[config.mk]
export PLATFORM = sky130hd
export DESIGN_NAME = count_pattern_detector
export DESIGN_NICKNAME = d
export VERILOG_FILES = /design/src/rtl/count_pkg.sv /design/src/rtl/sat_counter.sv /design/src/rtl/count_pattern_detector.sv
export SDC_FILE = /design/constraint.sdc
export NUM_CORES = 1
export LEC_CHECK = 0
export ABC_AREA = 1
export CORE_MARGIN = 2
export CORE_UTILIZATION = 48
export DETAILED_ROUTE_END_ITERATION = 7
export PLACE_DENSITY = 0.81
export SETUP_SLACK_MARGIN = 0.4
export SLEW_MARGIN = 20
export SYNTH_ARGS = -nofsm -noshare
export SYNTH_HDL_FRONTEND = slang
export SYNTH_HIERARCHICAL = 1
export SYNTH_SLANG_ARGS = --single-unit
[constraint.sdc]
create_clock -name clk -period 2.9 [get_ports clk]
set_input_delay 0.29 -clock clk [delete_from_list [all_inputs] [get_ports clk]]
set_output_delay 0.29 -clock clk [all_outputs]
set_load 0.005 [all_outputs]
[src/rtl/count_pkg.sv]
// Shared encodings and default sequence for the count pattern detector.
// Reused by the upstream counter's bench.
package count_pkg;

    typedef enum logic [1:0] {
        IDLE = 2'd0,
        GOT0 = 2'd1,
        GOT1 = 2'd2
    } state_t;

    localparam logic [2:0] DEF_PAT0 = 3'd3;
    localparam logic [2:0] DEF_PAT1 = 3'd5;
    localparam logic [2:0] DEF_PAT2 = 3'd6;

    localparam int HIT_W = 8;

    function automatic logic pats_distinct(
        input logic [2:0] a,
        input logic [2:0] b,
        input logic [2:0] c
    );
        return (a != b) && (a != c) && (b != c);
    endfunction

endpackage

[src/rtl/sat_counter.sv]
// Saturating up-counter with priority clear.
// Synchronous active-low reset.
module sat_counter #(
    parameter int W = 8
) (
    input  logic         clk,
    input  logic         rst_n,
    input  logic         inc,
    input  logic         clr,
    output logic [W-1:0] count
);

    localparam logic [W-1:0] MAX = '1;

    always_ff @(posedge clk) begin
        if (!rst_n) begin
            count <= '0;
        end else if (clr) begin
            count <= '0;
        end else if (inc && count != MAX) begin
            count <= count + 1'b1;
        end
    end

endmodule

[src/rtl/count_pattern_detector.sv]
// Detects PAT0,PAT1,PAT2 across consecutive valid samples
// and counts non-overlapping detections.
module count_pattern_detector
    import count_pkg::*;
#(
    parameter logic [2:0] PAT0 = DEF_PAT0,
    parameter logic [2:0] PAT1 = DEF_PAT1,
    parameter logic [2:0] PAT2 = DEF_PAT2
) (
    input  logic             clk,
    input  logic             reset,
    input  logic             valid,
    input  logic [2:0]       count_in,
    input  logic             clear,
    output logic             hit,
    output logic [HIT_W-1:0] hit_count,
    output logic [1:0]       state_out
);

    generate
        if (!pats_distinct(PAT0, PAT1, PAT2)) begin : g_pat_check
            $error("PAT0, PAT1 and PAT2 must be pairwise distinct");
        end
    endgenerate

    state_t state;
    state_t state_nx;
    logic   detect;

    always_comb begin
        state_nx = state;
        detect   = 1'b0;
        case (state)
            IDLE: begin
                if (valid) begin
                    state_nx = (count_in == PAT0) ? GOT0 : IDLE;
                end
            end
            GOT0: begin
                if (valid) begin
                    if (count_in == PAT1)
                        state_nx = GOT1;
                    else if (count_in == PAT0)
                        state_nx = GOT0;
                    else
                        state_nx = IDLE;
                end
            end
            GOT1: begin
                if (valid) begin
                    if (count_in == PAT2) begin
                        state_nx = IDLE;
                        detect   = 1'b1;
                    end else if (count_in == PAT0) begin
                        state_nx = GOT0;
                    end else begin
                        state_nx = IDLE;
                    end
                end
            end
            // Unreachable code 2'd3 recovers unconditionally.
            default: state_nx = IDLE;
        endcase
    end

    always_ff @(posedge clk) begin
        if (!reset) begin
            state <= IDLE;
            hit   <= 1'b0;
        end else begin
            state <= state_nx;
            hit   <= detect;
        end
    end

    sat_counter #(
        .W(HIT_W)
    ) u_hits (
        .clk  (clk),
        .rst_n(reset),
        .inc  (detect),
        .clr  (clear),
        .count(hit_count)
    );

    assign state_out = state;

endmodule

; ---- Word-level counts from Yosys, hierarchy flattened
; Cells that the tools add are included.
[classes]
add_sub_neg = 1
n_eq_ne = 9
muxes = 10
bitwise = 1
reduce_logical = 4
[ops]
columns = op, count
row1 = $mux 2, 5
row2 = $add 8x1->8 const B, 1
row3 = $ne 8x8->1 const B, 1
row4 = $eq 3x3->1 const B, 2
row5 = $ne 2x2->1 const B, 3
row6 = $pmux 2 s3, 1
row7 = $mux 1, 4
row8 = $eq 3x2->1 const B, 1
row9 = $reduce_and 3->1, 1
row10 = $eq 2x1->1 const B, 1
row11 = $eq 2x2->1 const B, 1
row12 = $logic_not 2->1, 1
row13 = $reduce_or 2->1, 1
row14 = $logic_and 1x1->1, 1
row15 = $not 1->1, 1
[totals]
register_bits = 11
input_bits = 7
output_inout_bits = 11

; ---- Logic depth before layout (Yosys ltp)
[depth]
depth_word = 5
depth_mapped = 12
mapped_depth_nobuf = 11

; ---- By module
; Netlist, hierarchy kept.
[modules_own_cells]
columns = module, n_inst, cells_per_inst, area_each_um2, seq_area_each_um2
row1 = sat_counter, 1, 72, 462.9, 160.2
row2 = count_pattern_detector, 1, 27, 160.2, 60.1

; ---- Worst setup path before layout
; Ideal clock, no wire load.
[synth_timing]
path_type = reg2reg
start = reg state[1] (netlist: state_out[1])
end = reg u_hits.count[5]
setup_time_ns = 0.115
arrival_ns = 1.126
required_time_ns = 2.785
slack_ns = 1.659
stages_incl_launch_ff = 11
n_path_buf = 1
path_cell_list = dfxtp_1 nand4_1 inv_1 buf_4 nand2_2 inv_1 nand2_1 nor2_1 nand3_1 nand2_1 nor2_1
[synth_between]
elab_chain_cells = 3
[synth_rtl]
columns = item, line
row1 = "start, declared", count_pattern_detector.sv:26  ; state_t state;
row2 = "start signal, assigned", count_pattern_detector.sv:71  ; state <= state_nx;
row3 = $eq 2x2->1, count_pattern_detector.sv:33  ; case (state)
row4 = $mux 1, count_pattern_detector.sv:33
row5 = via detect, count_pattern_detector.sv:28  ; logic detect;
row6 = $logic_and 1x1->1, sat_counter.sv:20  ; end else if (inc && count != MAX) begin
row7 = "end signal, assigned", sat_counter.sv:21  ; count <= count + 1'b1;
row8 = "end, declared", sat_counter.sv:10  ; output logic [W-1:0] count
; The timed path passes the listed nets, and every way through them passes these cells.
; A chain may end at the register's enable or synchronous reset.

; ---- Worst setup path in the final report
[layout_timing]
start = in valid
end = reg u_hits.count[7]
[layout_between]
elab_chain_cells = 3
[layout_rtl]
columns = item, line
row1 = "start, declared", count_pattern_detector.sv:12  ; input logic valid,
row2 = $mux 1, count_pattern_detector.sv:50  ; if (valid) begin
row3 = $mux 1, count_pattern_detector.sv:33
row4 = via detect, count_pattern_detector.sv:28
row5 = $logic_and 1x1->1, sat_counter.sv:20
; The timed path passes the listed nets, and every way through them passes these cells.

==> results.cfg <==
[clock_tree]
cts-buffers-inserted = 3
root_buffer = clkbuf_4
hold_buffers = 0
ctsLongestPathBuffers = 2
cts_tree = done
post_cts_resized = 0
cts_max_level = 1
cts.sinks = 11
clk_latency_ps = 260
clkTransAtPathRegs_ps = 70
post_cts_buffers = 0

[route]
first_iter_violations = 13
wl_per_cell_um = 10.1
wl_mm = 1.34
drt_pass1_iterations = 4
drc_errors = 0
postRouteAntennaNets = 0
via_count = 638
via_per_inst = 4.80

[critical_path]
slowest_delay_ps = 490
cp_slowest_cell = clkdlybuf4s50_1
cp.required_ps = 3060
r2r-end = u_hits/count[7]
cp.arrival_ps = 1820
r2r_slack_ps = 1430
endpoint_kind = register
r2r_cells = 7
path_cells = clkdlybuf4s50_1, nand2_1, inv_1, nand4_1, inv_1, nand2_2, nor2_2, nand3b_1, nor2_1, nor2_1
path_class = in -> reg
reg2reg_from = state_out[1]
cp-start-kind = primary input
path_max_fanout = 10

[run_status]
outcome = finished clean

[hold_path]
hold_class = reg -> reg
holdPathStages = 2
hold_start = state_out[0]
holdPathEnd = state_out[0]

[global_routing]
grt_pass1_vias = 517
grt_start_max_net_pins = 11
grt_pass1_wl_mm = 2.13
grt_remaining_overflow = 0
antenna_found_initial = 0
gr-usage-all-layers_pct = 19.9

[placed_design]
post_dp_cell_area_sq_um = 803
gp_congestion = 0.750
dp_hpwl_mm = 1.01
dp.cells = 129
dp_slack_ps = 997
port_buffers = 17

[sta]
fin_ws_ps = 1250
drv_slew = 0
finalHoldViolCount = 0
setup_viol = 0
slew_headroom_pct = 65.2
fin_crit_ps = 1650
final.setup.tns_ps = 0
rsz0062_at_grt = no
fin_crit_sh_pct = 57.0
worst_pin_slew_ps = 519
fmax_mhz = 605
fin_skew_ps = 3.03

[final_layout]
layout-drive-gt1-share_pct = 9.24
final_cell_area_sq_um = 830
antenna-diode-count = 0
area.growth.synth_to_final_pct = 33.1
layout.nets = 128
final_cells = 133

[yosys]
synth_edf_count = 0
netlist_area_sq_um = 623
ys_warn_count = 6
dominantRegCellSynth = dfxtp_1
postSynthNetCount = 107
synth-seq-cells = 11
synthDistinctLibCells = 18
netlist_instances = 99
seq_area_frac_synth_pct = 35.3
synth.avg_cell_area_sq_um = 6.29
async_flop_share_pct = 0

[floorplan]
rows = 12
die_w_um = 40.0
die_height_um = 40.0
num_io_pins = 18
dieArea_sq_mm = 0.00160
core_region_area_sq_mm = 0.00116
initial_core_util_pct = 53.9

[power_and_ir_drop]
finalPower_mw = 0.282
power_density_mw_per_mm2 = 340
ir_worst_vdd_uv = 194
p_leak_nw = 0.368

[run]
max-cap-violations = 0
[per-stage QoR]
stage | util (%) | hold WS [ps]
global placement | 69.5 | 493
global route | 71.8 | 524
floorplan | - | 381
CTS | 71.8 | 510
finish | 71.8 | 503
detailed placement | 69.5 | 496
[layer usage]
layer / wire, um / global-route usage, % / share of wire [%] / up-vias
met3: 65 / 3.33 / 4.8 / 2
met5: 0 / 0 / 0 / -
met4: 11 / 10.3 / 0.82 / 0
li1: - / - / - / 348
met2: 586 / 29.8 / 44 / 18
met1: 680 / 26.9 / 51 / 270
[cell usage in the layout (no fill, tap or decap), drive strengths merged]
cell type / instances
dfxtp: 11
nand3b: 2
nand3: 6
inv: 17
nor2: 19
o21ai: 2
clkdlybuf4s50: 17
nand2: 27
a21oi: 8
clkbuf: 4
clkinv: 1
nand4: 2
nor3: 2
ha: 1
[worst max path at each step]
stage | start | end | slack, ps | depth (start not counted)
detailed placement | valid | u_hits/count[7] | 1000 | 10
global route | valid | u_hits/count[7] | 1040 | 11
floorplan | state_out[1] | u_hits/count[5] | 1660 | 10
global placement | valid | u_hits/count[5] | 1070 | 12
CTS | valid | u_hits/count[7] | 1280 | 10
finish | valid | u_hits/count[7] | 1250 | 10
[cell families after synthesis]
| group | count (synthesis) | synth area share, % |
|---|---|---|
| compound gates | 10 | 8.03 |
| flops | 11 | 35.3 |
| buf+inv | 19 | 12.0 |
| simple gates | 58 | 42.6 |
| fa+ha+maj | 1 | 2.01 |
[worst max-delay path: cells and delay by family]
family | cells | cell delay [ps]
buf+inv | 3 | 810
simple gates | 7 | 710
[Yosys cell counts (all sizes together) (2+ instances only)]
cell type	n	share of area (%)
nand2	27	18
nor2	19	14
inv	17	10
dfxtp	11	35
a21oi	8	6.4
nand3	6	4.8
nand3b	2	2.4
nand4	2	2.0
nor3	2	1.6
o21ai	2	1.6
[power breakdown]
part,internal (mW),switching [mW],leakage [nW],total [mW]
Sequential,0.152,0.00153,0.0888,0.154
Combinational,0.0126,0.0102,0.264,0.0228
Clock,0.0531,0.0524,0.0150,0.106
Total,0.218,0.0641,0.368,0.282
[state kept, by name, indices dropped and copies added, names as in the netlist]
name	count
u_hits/count	8
state_out	2
hit	1
[area by class of cell]
class	instances	area, sq um
clock buffer	4	26.3
fill	95	327
inverter	18	67.6
multi-input combinational	69	328
sequential	11	220
tap	14	17.5
timing repair buffer	17	170
(Power assumes the default switching activity.)
